$ cat src/rtl/mem_stage_pkg.sv
// rtl/mem_stage_pkg.sv - shared widths, NOP opcode and access FSM state type for the MEM stage
package mem_stage_pkg;

    localparam int DATA_W = 16;
    localparam int REG_W  = 3;
    localparam int OP_W   = 4;

    localparam logic [OP_W-1:0] OP_NOP = '0;

    typedef enum logic {
        ST_IDLE = 1'b0,
        ST_WAIT = 1'b1
    } mem_state_e;

endpackage

$ cat src/rtl/mem_stage_if.sv
// rtl/mem_stage_if.sv - ready-handshaked data-memory port between the MEM stage and data memory
interface mem_stage_if #(
    parameter int DATA_W = 16
) ();

    logic              dmem_req;
    logic              dmem_we;
    logic [DATA_W-1:0] dmem_addr;
    logic [DATA_W-1:0] dmem_wdata;
    logic              dmem_ready;
    logic [DATA_W-1:0] dmem_rdata;

    modport master (
        output dmem_req,
        output dmem_we,
        output dmem_addr,
        output dmem_wdata,
        input  dmem_ready,
        input  dmem_rdata
    );

    modport slave (
        input  dmem_req,
        input  dmem_we,
        input  dmem_addr,
        input  dmem_wdata,
        output dmem_ready,
        output dmem_rdata
    );

endinterface

$ cat src/rtl/mem_access_fsm.sv
// rtl/mem_access_fsm.sv - IDLE/WAIT access tracker with timeout abort, stall generation and sticky error
module mem_access_fsm
    import mem_stage_pkg::*;
#(
    parameter int TIMEOUT = 255
) (
    input  logic clk,
    input  logic rst,
    input  logic mem_op,
    input  logic dmem_ready,
    output logic timeout_hit,
    output logic stall,
    output logic mem_err
);

    localparam logic [7:0] TIMEOUT_CNT = 8'(TIMEOUT);

    mem_state_e state_q, state_d;
    logic [7:0] wait_cnt_q, wait_cnt_d;
    logic       mem_err_q, mem_err_d;

    // A ready arriving in the abort cycle wins: the access completes normally.
    assign timeout_hit = (state_q == ST_WAIT) && (wait_cnt_q == TIMEOUT_CNT) && !dmem_ready;
    assign stall       = mem_op && !dmem_ready && !timeout_hit;
    assign mem_err     = mem_err_q;

    always_comb begin
        state_d    = state_q;
        wait_cnt_d = wait_cnt_q;
        mem_err_d  = mem_err_q;
        case (state_q)
            ST_IDLE: begin
                if (mem_op && !dmem_ready) begin
                    state_d    = ST_WAIT;
                    wait_cnt_d = 8'd1;
                end
            end
            ST_WAIT: begin
                if (dmem_ready) begin
                    state_d    = ST_IDLE;
                    wait_cnt_d = 8'd0;
                end else if (wait_cnt_q == TIMEOUT_CNT) begin
                    state_d    = ST_IDLE;
                    wait_cnt_d = 8'd0;
                    mem_err_d  = 1'b1;
                end else begin
                    wait_cnt_d = wait_cnt_q + 8'd1;
                end
            end
            default: begin
                state_d    = ST_IDLE;
                wait_cnt_d = 8'd0;
            end
        endcase
    end

    always_ff @(posedge clk) begin
        if (rst) begin
            state_q    <= ST_IDLE;
            wait_cnt_q <= 8'd0;
            mem_err_q  <= 1'b0;
        end else begin
            state_q    <= state_d;
            wait_cnt_q <= wait_cnt_d;
            mem_err_q  <= mem_err_d;
        end
    end

endmodule

$ cat src/rtl/mem_stage.sv
// rtl/mem_stage.sv - MEM pipeline stage: data-memory access, EX stall, MEM/WB register and stall counter
module mem_stage #(
    parameter int DATA_W  = mem_stage_pkg::DATA_W,
    parameter int REG_W   = mem_stage_pkg::REG_W,
    parameter int OP_W    = mem_stage_pkg::OP_W,
    parameter int TIMEOUT = 255,
    parameter int CNT_W   = 16
) (
    input  logic              clk,
    input  logic              rst,
    input  logic [DATA_W-1:0] ex_alu_res,
    input  logic [DATA_W-1:0] ex_store_data,
    input  logic [REG_W-1:0]  ex_op_dest,
    input  logic              ex_mem_write_en,
    input  logic              ex_wb_mux,
    input  logic              ex_wb_en,
    input  logic [OP_W-1:0]   ex_opcode,
    mem_stage_if.master       dmem,
    output logic              stall_mem_ready,
    output logic [DATA_W-1:0] mem_res,
    output logic [REG_W-1:0]  mem_op_dest,
    output logic              mem_wb_en,
    output logic [OP_W-1:0]   mem_opcode,
    output logic              mem_err,
    output logic [CNT_W-1:0]  stall_cycles
);

    import mem_stage_pkg::OP_NOP;

    logic mem_op;
    logic stall;
    logic timeout_hit;

    logic [DATA_W-1:0] mem_res_q, mem_res_d;
    logic [REG_W-1:0]  mem_op_dest_q, mem_op_dest_d;
    logic              mem_wb_en_q, mem_wb_en_d;
    logic [OP_W-1:0]   mem_opcode_q, mem_opcode_d;
    logic [CNT_W-1:0]  stall_cycles_q, stall_cycles_d;

    assign mem_op = ex_mem_write_en | (ex_wb_mux & ex_wb_en);

    assign dmem.dmem_req   = mem_op;
    assign dmem.dmem_we    = ex_mem_write_en;
    assign dmem.dmem_addr  = ex_alu_res;
    assign dmem.dmem_wdata = ex_store_data;

    mem_access_fsm #(
        .TIMEOUT(TIMEOUT)
    ) u_fsm (
        .clk        (clk),
        .rst        (rst),
        .mem_op     (mem_op),
        .dmem_ready (dmem.dmem_ready),
        .timeout_hit(timeout_hit),
        .stall      (stall),
        .mem_err    (mem_err)
    );

    assign stall_mem_ready = stall;

    always_comb begin
        mem_res_d      = mem_res_q;
        mem_op_dest_d  = mem_op_dest_q;
        mem_wb_en_d    = mem_wb_en_q;
        mem_opcode_d   = mem_opcode_q;
        stall_cycles_d = stall_cycles_q;

        if (stall) begin
            // Bubble into WB; mem_res keeps the last value for forwarding.
            mem_wb_en_d   = 1'b0;
            mem_op_dest_d = '0;
            mem_opcode_d  = OP_W'(OP_NOP);
        end else begin
            mem_wb_en_d   = ex_wb_en;
            mem_op_dest_d = ex_op_dest;
            mem_opcode_d  = ex_opcode;
            if (!ex_wb_mux) begin
                mem_res_d = ex_alu_res;
            end else if (timeout_hit) begin
                mem_res_d = '0;
            end else begin
                mem_res_d = dmem.dmem_rdata;
            end
        end

        if (stall && (stall_cycles_q != {CNT_W{1'b1}})) begin
            stall_cycles_d = stall_cycles_q + 1'b1;
        end
    end

    always_ff @(posedge clk) begin
        if (rst) begin
            mem_res_q      <= '0;
            mem_op_dest_q  <= '0;
            mem_wb_en_q    <= 1'b0;
            mem_opcode_q   <= '0;
            stall_cycles_q <= '0;
        end else begin
            mem_res_q      <= mem_res_d;
            mem_op_dest_q  <= mem_op_dest_d;
            mem_wb_en_q    <= mem_wb_en_d;
            mem_opcode_q   <= mem_opcode_d;
            stall_cycles_q <= stall_cycles_d;
        end
    end

    assign mem_res      = mem_res_q;
    assign mem_op_dest  = mem_op_dest_q;
    assign mem_wb_en    = mem_wb_en_q;
    assign mem_opcode   = mem_opcode_q;
    assign stall_cycles = stall_cycles_q;

endmodule
$ cat src/flat_wrapper.sv
// flat-port wrapper written by rule: the top's interface ports become plain ports
module mem_stage_flat import mem_stage_pkg::OP_NOP;
#(
    parameter int DATA_W  = mem_stage_pkg::DATA_W,
    parameter int REG_W   = mem_stage_pkg::REG_W,
    parameter int OP_W    = mem_stage_pkg::OP_W,
    parameter int TIMEOUT = 255,
    parameter int CNT_W   = 16
)
  (clk, rst, ex_alu_res, ex_store_data, ex_op_dest, ex_mem_write_en, ex_wb_mux, ex_wb_en, ex_opcode, stall_mem_ready, mem_res, mem_op_dest, mem_wb_en, mem_opcode, mem_err, stall_cycles, dmem_dmem_req, dmem_dmem_we, dmem_dmem_addr, dmem_dmem_wdata, dmem_dmem_ready, dmem_dmem_rdata);
  mem_stage_if #(.DATA_W(DATA_W)) dmem_i ();
  input  logic clk;
  input  logic rst;
  input  logic [DATA_W-1:0] ex_alu_res;
  input  logic [DATA_W-1:0] ex_store_data;
  input  logic [REG_W-1:0] ex_op_dest;
  input  logic ex_mem_write_en;
  input  logic ex_wb_mux;
  input  logic ex_wb_en;
  input  logic [OP_W-1:0] ex_opcode;
  output logic stall_mem_ready;
  output logic [DATA_W-1:0] mem_res;
  output logic [REG_W-1:0] mem_op_dest;
  output logic mem_wb_en;
  output logic [OP_W-1:0] mem_opcode;
  output logic mem_err;
  output logic [CNT_W-1:0] stall_cycles;
  output wire logic [$bits(dmem_i.dmem_req)-1:0] dmem_dmem_req;
  output wire logic [$bits(dmem_i.dmem_we)-1:0] dmem_dmem_we;
  output wire logic [$bits(dmem_i.dmem_addr)-1:0] dmem_dmem_addr;
  output wire logic [$bits(dmem_i.dmem_wdata)-1:0] dmem_dmem_wdata;
  input wire logic [$bits(dmem_i.dmem_ready)-1:0] dmem_dmem_ready;
  input wire logic [$bits(dmem_i.dmem_rdata)-1:0] dmem_dmem_rdata;
  assign dmem_dmem_req = dmem_i.dmem_req;
  assign dmem_dmem_we = dmem_i.dmem_we;
  assign dmem_dmem_addr = dmem_i.dmem_addr;
  assign dmem_dmem_wdata = dmem_i.dmem_wdata;
  assign dmem_i.dmem_ready = dmem_dmem_ready;
  assign dmem_i.dmem_rdata = dmem_dmem_rdata;
  mem_stage #(.DATA_W(DATA_W), .REG_W(REG_W), .OP_W(OP_W), .TIMEOUT(TIMEOUT), .CNT_W(CNT_W)) u_core (.clk(clk), .rst(rst), .ex_alu_res(ex_alu_res), .ex_store_data(ex_store_data), .ex_op_dest(ex_op_dest), .ex_mem_write_en(ex_mem_write_en), .ex_wb_mux(ex_wb_mux), .ex_wb_en(ex_wb_en), .ex_opcode(ex_opcode), .dmem(dmem_i), .stall_mem_ready(stall_mem_ready), .mem_res(mem_res), .mem_op_dest(mem_op_dest), .mem_wb_en(mem_wb_en), .mem_opcode(mem_opcode), .mem_err(mem_err), .stall_cycles(stall_cycles));
endmodule
$ cat config.mk
export PLATFORM = sky130hd
export DESIGN_NAME = mem_stage_flat
export DESIGN_NICKNAME = d
export VERILOG_FILES = /design/src/rtl/mem_stage_pkg.sv /design/src/rtl/mem_stage_if.sv /design/src/rtl/mem_access_fsm.sv /design/src/rtl/mem_stage.sv /design/src/flat_wrapper.sv
export SDC_FILE = /design/constraint.sdc
export NUM_CORES = 1
export LEC_CHECK = 0
export BUFFER_PORTS_ARGS = -buffer_cell sky130_fd_sc_hd__buf_2
export CORE_UTILIZATION = 29
export DETAILED_ROUTE_END_ITERATION = 7
export PLACE_DENSITY_LB_ADDON = 0.1
export SLEW_MARGIN = 5
export SYNTH_ARGS = -nofsm -noshare
export SYNTH_HDL_FRONTEND = slang
export SYNTH_SLANG_ARGS = --single-unit
export TNS_END_PERCENT = 10
$ cat constraint.sdc
create_clock -name clk -period 2.03 [get_ports clk]
set_clock_uncertainty 0.1 [all_clocks]
set_input_delay 0.203 -clock clk [delete_from_list [all_inputs] [get_ports clk]]
set_output_delay 0.203 -clock clk [all_outputs]
set_load 0.02 [all_outputs]
==> qor.yml, run 1 <==
synth:
  ys_ff_latch: 50
  synthesis.nets: 356
  netlist_instances: 293
  yosys_warnings: 0
  async_reset_ff_frac: 0
  synth-main-ff-cell: "dfxtp_1"
  synth_edf_count: 0
  synthDistinctLibCells: 43
  syn_area_per_cell_um2: 8.519
  yosysSeqAreaShare: 0.4010
  synth_area_um2: 2496
worst_setup_path:
  timing.rr.end: "u_core.stall_cycles[2]"
  rr_startpoint: "u_core.u_fsm.wait_cnt_q[1]"
  crit_chain: "ha_4 > and4_4 > a211o_4 > buf_12 > buf_12 > or4_1 > a21oi_1"
  critical_path_class: "reg2reg"
  cp_top_family: "simple AND/OR/NAND/NOR gates"
  r2r_slack_ns: -0.003
  reg2regPathDepth: 7
  endpoint_kind: "flip-flop"
  critPathMaxStageDelay_ns: 0.46
  worst-path-buf-inv: 2
  critPathSlowestCell: "or4_1"
  startpoint_type: "flip-flop"
  cpMostUsedCell: "buf_12"
  critPathMaxFanout: 5
  crit_required_ns: 2.18
  arrival_ns: 2.18
detailed_routing:
  dr.first_iter.drc_count: 87
  wl_per_cell_um: 14.64
  dr.pass1.iters: 4
  antenna_left: 0
  drcViolationCount: 0
  num_vias: 2563
  totalWireLength_um: 7336
  vias_per_cell: 5.116
timing:
  setup_tns_ns: -0.003453
  fmax_mhz: 491.8
  worst_slack_ns: -0.003453
  finalCritPeriodShare: 1.002
  worst_pin_slew_ns: 0.6054
  relSlewSlack: 0.5921
  grt_setup_unrepaired: "true"
  fin_hold_ws_ns: 0.01751
  finalHoldViolCount: 0
  setup_viol: 1
  slew_viol_final: 0
  finalCriticalPeriod_ns: 2.033
hold_path:
  whs_path_depth: 2
  hp-start: "ex_opcode[0]"
  min_to: "u_core.mem_opcode[0]"
  hold_class: "in2reg"
die:
  rows: 33
  die_h_um: 94.78
  dieWidth_um: 94.78
  dieArea_um2: 8982
  core-area_um2: 8258
  io_pins: 137
  initial_core_util: 0.3023
power_and_ir_drop:
  power_density_nw_per_um2: 635.8
  total_power_w: 0.002174
  vdd_drop_max_mv: 0.2698
  p_leak_nw: 1.524
place:
  dp_hpwl_um: 5093
  dpl_cell_area_um2: 3110
  place_congestion: 0.7332
  port_buffers: 104
grt:
  grt_overflow: 0
  grt_use_total: 0.1640
  grt_pass1_vias: 2372
  antenna_found_initial: 0
  grt_first_pass_wirelength_um: 11430
  grt_max_degree: 32
run_status:
  violations: "setup timing"
  outcome: "finished, violations left"
cts:
  htree_levels: 2
  cts_tree: "done"
  cts_num_sinks: 50
  clk-insertion-delay-late_ns: 0.30
  clk_pin_slew_ns: 0.10
  root_buffer: "clkbuf_8"
  cts_made_buffers: 5
  cts_buffer_depth: 2
job:
  cap_violations: 0
cells_and_area:
  n_antenna_cell: 0
  drive_gt1_frac: 0.4343
  nets: 458
  area_growth_pct: 36.94
  finish.instance_area_um2: 3418
-- kinds of logic (layout without fill, tap and decap cells) --
kind of cell,count (synthesis),in the layout,share of synthesized area
AND/OR/NAND/NOR,115,115,0.2526
AO/OA/AOI/OAI,64,64,0.1795
buffers and inverters,60,163,0.1479
flip-flops,50,50,0.4010
adder cells (fa/ha/maj),2,2,0.01002
multiplexers,2,2,0.009022
-- worst register-to-register path, stage by stage (launching register included) --
cell and delay (ns):
dfxtp_2 0.35, ha_4 0.15, and4_4 0.14, a211o_4 0.36
buf_12 0.15, buf_12 0.12, or4_1 0.46, a21oi_1 0.14
-- cells in the final DEF (no fill, tap or decap), types with 2 or more instances in the layout --
cell	n
nor2b_1	4
buf_4	36
nand4_1	6
nand2b_1	3
nand3_1	8
o21ai_0	7
o31a_1	2
buf_12	2
nand2_1	10
or2_2	2
clkinvlp_4	2
buf_2	103
a21oi_1	17
and4_4	2
dfxtp_2	2
nor2_1	25
nor3_1	19
or3_1	4
inv_1	8
nor4_1	4
or4_1	10
o31ai_1	6
and3_1	8
a221oi_1	16
a41oi_1	2
dfxtp_1	48
clkbuf_8	5
mux2_2	2
nand3b_1	2
bufbuf_16	2
nor4_2	2
a31oi_1	3
o31ai_2	2
-- stage by stage --
step | cells | setup WS (ns) | util
floorplan | 293 | -0.03891 | -
global placement | 485 | -0.001551 | 0.3767
detailed placement | 485 | -0.03846 | 0.3767
CTS | 500 | -0.06970 | 0.4050
global route | 501 | -0.06636 | 0.4139
finish | 501 | -0.003453 | 0.4139
-- synth_stat cells (2+ instances only) --
master    number  area (um2)
a21oi_1       18       90.09
a221oi_1      16       140.1
a31oi_1        3       18.77
a41oi_1        2       17.52
and3_1         8       50.05
and4_1         2       17.52
buf_2          4       20.02
buf_4         33       247.7
buf_6          2       22.52
clkbuf_1      10       37.54
dfxtp_1       50        1001
ha_1           2       25.02
inv_1          9       33.78
mux2_2         2       22.52
nand2_1       10       37.54
nand2b_1       3       18.77
nand3_1        9       45.04
nand3b_1       2       15.01
nand4_1        6       37.54
nor2_1        25       93.84
nor2b_1        4       25.02
nor3_1        19       95.09
nor4_1         6       37.54
o21ai_0        7       35.03
o31a_1         2       17.52
o31ai_1        8       60.06
or2_2          2       12.51
or3_1          4       25.02
or4_1         11       82.58
-- where the power goes --
group	internal (W)	switching, W	total, W
Sequential	0.00102	0.0000182	0.00104
Clock	0.000367	0.000353	0.000720
Combinational	0.000183	0.000230	0.000413
-- area by class of cell --
| cell class | instances | area, um2 |
|---|---|---|
| Fill cell | 868 | 4840 |
| Multi-Input combinational cell | 183 | 1194 |
| Sequential cell | 50 | 1003 |
| Timing Repair Buffer | 145 | 930.9 |
| Tap cell | 105 | 131.4 |
| Clock buffer | 5 | 68.82 |
| Clock inverter | 3 | 45.04 |
| Inverter | 10 | 45.04 |
-- worst max path at each step --
| stage | from | endpoint | depth (start not counted) |
|---|---|---|---|
| 2_1_floorplan | u_core.u_fsm.wait_cnt_q[0] | u_core.stall_cycles[10] | 6 |
| 3_3_place_gp | u_core.u_fsm.wait_cnt_q[0] | u_core.stall_cycles[10] | 6 |
| 3_5_place_dp | u_core.u_fsm.wait_cnt_q[0] | u_core.stall_cycles[12] | 6 |
| 4_1_cts | u_core.u_fsm.wait_cnt_q[0] | stall_mem_ready | 7 |
| 5_1_grt | u_core.u_fsm.wait_cnt_q[1] | u_core.stall_cycles[2] | 7 |
| 6_report | u_core.u_fsm.wait_cnt_q[1] | u_core.stall_cycles[2] | 7 |
-- repair_timing --
| action | CTS | global route |
|---|---|---|
| buffers inserted | 5 | 1 |
| resized for setup | 3 | 16 |
| pin swaps | 3 | 8 |
| endpoints found under the setup margin | 6 | 30 |
| hold buffers | 0 | 0 |
| cloned | 2 | 1 |
-- metal layers --
layer,track usage,wire length [um],up-vias
met2,0.2830,3445,105
met3,0.03462,533,14
met1,0.1989,3203,1186
li1,-,-,1258
met4,0.06061,154,0
met5,0,0,-
-- sequential cells by signal, summed over array words and instances (netlist names) --
signal	flops
u_core.u_fsm.wait_cnt_q	8
u_core.stall_cycles	16
u_core.mem_res	16
u_core.mem_wb_en	1
u_core.mem_opcode	4
u_core.mem_op_dest	3
u_core.u_fsm.state_q	1
u_core.u_fsm.mem_err	1
Note: power is estimated with default switching activity, not from simulation.
==> inputs of run 2 (changes only) <==
SYNTH_HIERARCHICAL = 1   (was default)
==> run 2 against run 1 <==
Net effect:
- the flow now finishes without violations
- setup slack improved by 0.060 ns
- synthesized cell count decreased by 3.4%
- clock power increased by 21%
- cell count shrank 3.0%
==> qor.yml, run 2 <==
power_and_ir_drop:
  p_sw_w: 0.0005713  # -5.0%
  p_leak_nw: 1.494  # -1.9%
  p_seq_frac: 0.459  # -0.020
  p_int_w: 0.001703  # +8.3%
  swShare: 0.2513  # -0.02545
  power_density_nw_per_um2: 667.4  # +5.0%
  combPwrFrac: 0.157  # -0.033
  clockPowerShare: 0.383  # +0.052
  vdd_drop_max_mv: 0.2996  # +11%
detailed_routing:
  dr.first_iter.drc_count: 68  # -22%
  dr.pass1.iters: 4  # unchanged
  num_vias: 2376  # -7.3%
  drcViolationCount: 0  # unchanged
  totalWireLength_um: 6691  # -8.8%
  vias_per_cell: 4.889  # -4.4%
  wl_per_cell_um: 13.77  # -6.0%
  antenna_left: 0  # unchanged
synth:
  yosysSeqAreaShare: 0.3893  # -0.01171
  netlist_instances: 283  # -3.4%
  synth_area_um2: 2571  # +3.0%
  async_reset_ff_frac: 0  # unchanged
  synth_most_common_cell: "dfxtp_1"
  synth-main-ff-cell: "dfxtp_1"
  synth_common_cells: "dfxtp_1, buf_4, nor2_1, nor2b_1, nor3_1"
  synth_top_cells_by_area: "dfxtp_1, buf_4, a221oi_1"
  synth_edf_count: 0  # unchanged
  syn_area_per_cell_um2: 9.086  # +6.6%
  synthesis.nets: 346  # -2.8%
  synth_top_area_frac: 0.3893  # -0.01171
  synthDistinctLibCells: 53  # +23%
  synth_top_area_cell: "dfxtp_1"
  yosys_warnings: 6  # +6
  ys_ff_latch: 50  # unchanged
timing:
  slew_viol_final: 0  # unchanged
  grt_setup_unrepaired: "true"
  setup_viol: 0  # -1
  relSlewSlack: 0.5580  # -0.03411
  worst_pin_slew_ns: 0.6623  # +0.05685 ns
  fmax_mhz: 506.8  # +3.1%
  finalCritPeriodShare: 0.9720  # -0.02969
  finalCriticalPeriod_ns: 1.973  # -0.06028 ns
  finalHoldViolCount: 0  # unchanged
die:
  rows: 33  # unchanged
  dieArea_um2: 9247  # +2.9%
  io_pins: 137  # unchanged
  core-area_um2: 8382  # +1.5%
  initial_core_util: 0.3068  # +0.004489
  die_h_um: 96.16  # +1.5%
  dieWidth_um: 96.16  # +1.5%
cts:
  cts_buffer_depth: 2  # unchanged
  htree_levels: 2  # unchanged
  cts_tree: "done"
  clk-insertion-delay-late_ns: 0.31  # about the same
  clk_pin_slew_ns: 0.10  # about the same
  cts_made_buffers: 5  # unchanged
  cts_num_sinks: 50  # unchanged
  root_buffer: "clkbuf_8"
cells_and_area:
  fin_cells: 486  # -3.0%
  nets: 443  # -3.3%
  final_common_cell: "buf_2"
  final_cell_mix: "buf_2, dfxtp_1, buf_4, nor2_1, nor3_1"
  drive_gt1_frac: 0.4357  # +0.001352
  fill_cells: 888  # +2.3%
  finish.instance_area_um2: 3407  # -0.33%
  area_growth_pct: 32.51
  n_antenna_cell: 0  # unchanged
place:
  port_buffers: 104  # unchanged
  dp.cells: 472  # -2.7%
  dpl_cell_area_um2: 3136  # +0.80%
  dp_hpwl_um: 4856  # -4.6%
  place_congestion: 0.7656  # +4.4%
worst_setup_path:
  critPathSlowestCell: "or4_1"
  arrival_ns: 2.10  # -0.08 ns
  crit_chain: "ha_4 > nand3_4 > nor4_4 > nor2b_4 > and4_4 > o31ai_4 > or4_1 > a21oi_1"
  startpoint_type: "flip-flop"
  critical_path_class: "reg2reg"
  crit_required_ns: 2.16  # -0.02 ns
  critPathMaxFanout: 7  # +2
  critPathMaxStageDelay_ns: 0.42  # -0.04 ns
  endpoint_kind: "flip-flop"
hold_path:
  hold_class: "in2reg"
grt:
  grt_max_degree: 33  # +3.1%
  grt_first_pass_wirelength_um: 10250  # -10%
  antenna_found_initial: 0  # unchanged
  grt_use_total: 0.1440  # -0.02003
  grt_pass1_vias: 2116  # -11%
  grt_overflow: 0  # unchanged
run_status:
  outcome: "finished clean"
job:
  cap_violations: 0  # unchanged
[run 2: cell count changes in the layout (fill, tap and decap cells not counted), sizes merged, moves of 4 or more]
cell and change:
dlygate4sd3 +6, nor2b +17, and2 +7, xor2 +4, inv -5, a21oi -7
or4 -7, buf -13, and3 -5
[run 2: cells by family (layout without fill, tap and decap cells)]
group / count (synthesis) / count (layout) / synth area share
and+or+nand+nor: 122 / 122 / 0.2881
AOI/OAI and AO/OA: 51 / 51 / 0.1548
DFF: 50 / 50 / 0.3893
buffers and inverters: 49 / 147 / 0.1221
muxes: 5 / 5 / 0.02238
xor gates and xnor gates: 4 / 4 / 0.01362
adders and majority gates: 2 / 2 / 0.009731
[run 2: repair_timing]
| action | CTS | global route |
|---|---|---|
| gates resized for setup | 3 | 11 |
| hold buffers | 6 | 0 |
| pin swaps | 1 | 3 |
| setup endpoints to repair | 25 | 25 |
| buffers inserted | 0 | 0 |
| endpoints found under the hold margin | 6 | 0 |
[run 2: cell type report]
class,count,area (um2),area share
Multi-Input combinational cell,184,1345,0.3948
Sequential cell,50,1005,0.2949
Inverter,4,15.01,0.004407
Clock buffer,6,82.58,0.02424
Clock inverter,2,60.06,0.01763
Timing Repair Buffer,135,768.2,0.2255
Tap cell,105,131.4,0.03856
[run 2: metal layers]
metal | part of all wire | track usage
met5 | 0 | 0
met4 | 0.012 | 0.05348
met3 | 0.045 | 0.02765
met2 | 0.49 | 0.2352
met1 | 0.45 | 0.1868
[run 2: power by group through the flow]
stage	registers (W)	logic (W)	clock network [W]
detailed placement	0.00107	0.000350	0
global route	0.00105	0.000395	0.000946
finish	0.00104	0.000357	0.000872
floorplan	0.00111	0.000222	0
global placement	0.00107	0.000349	0
CTS	0.00104	0.000360	0.000906
[run 2: final timing paths]
kind	start	endpoint	slack, ns	cells past startpoint
worst max-delay path	u_core/u_fsm/wait_cnt_q[1]	u_core/stall_cycles[9]	0.06	8
worst min-delay path	ex_op_dest[0]	u_core/mem_op_dest[0]	0.03	2
worst max register to register	u_core/u_fsm/wait_cnt_q[1]	u_core/stall_cycles[9]	0.06	8
worst min register to register	u_core/u_fsm/wait_cnt_q[6]	u_core/u_fsm/wait_cnt_q[6]	0.36	1
[run 2: per-stage QoR]
| step | setup TNS, ns | util | worst slack (ns) | power [W] | hold slack (ns) |
|---|---|---|---|---|---|
| 2_1_floorplan | -0.05194 | - | -0.03023 | 0.001336 | 0.1861 |
| 3_3_place_gp | -2.302 | 0.3741 | -0.1621 | 0.001414 | 0.3020 |
| 3_5_place_dp | -3.096 | 0.3741 | -0.2102 | 0.001415 | 0.3061 |
| 4_1_cts | -0.04600 | 0.3999 | -0.03164 | 0.002310 | 0.01717 |
| 5_1_grt | -0.1710 | 0.4065 | -0.06055 | 0.002392 | 0.02600 |
| 6_report | 0 | 0.4065 | 0.05682 | 0.002274 | 0.02741 |
[run 2: critical path: cells and delay by family (launching register included)]
family,cells,cell delay (ns)
adders and majority gates,1,0.16
AOI/OAI and AO/OA,2,0.23
DFF,1,0.34
and+or+nand+nor,5,1.06
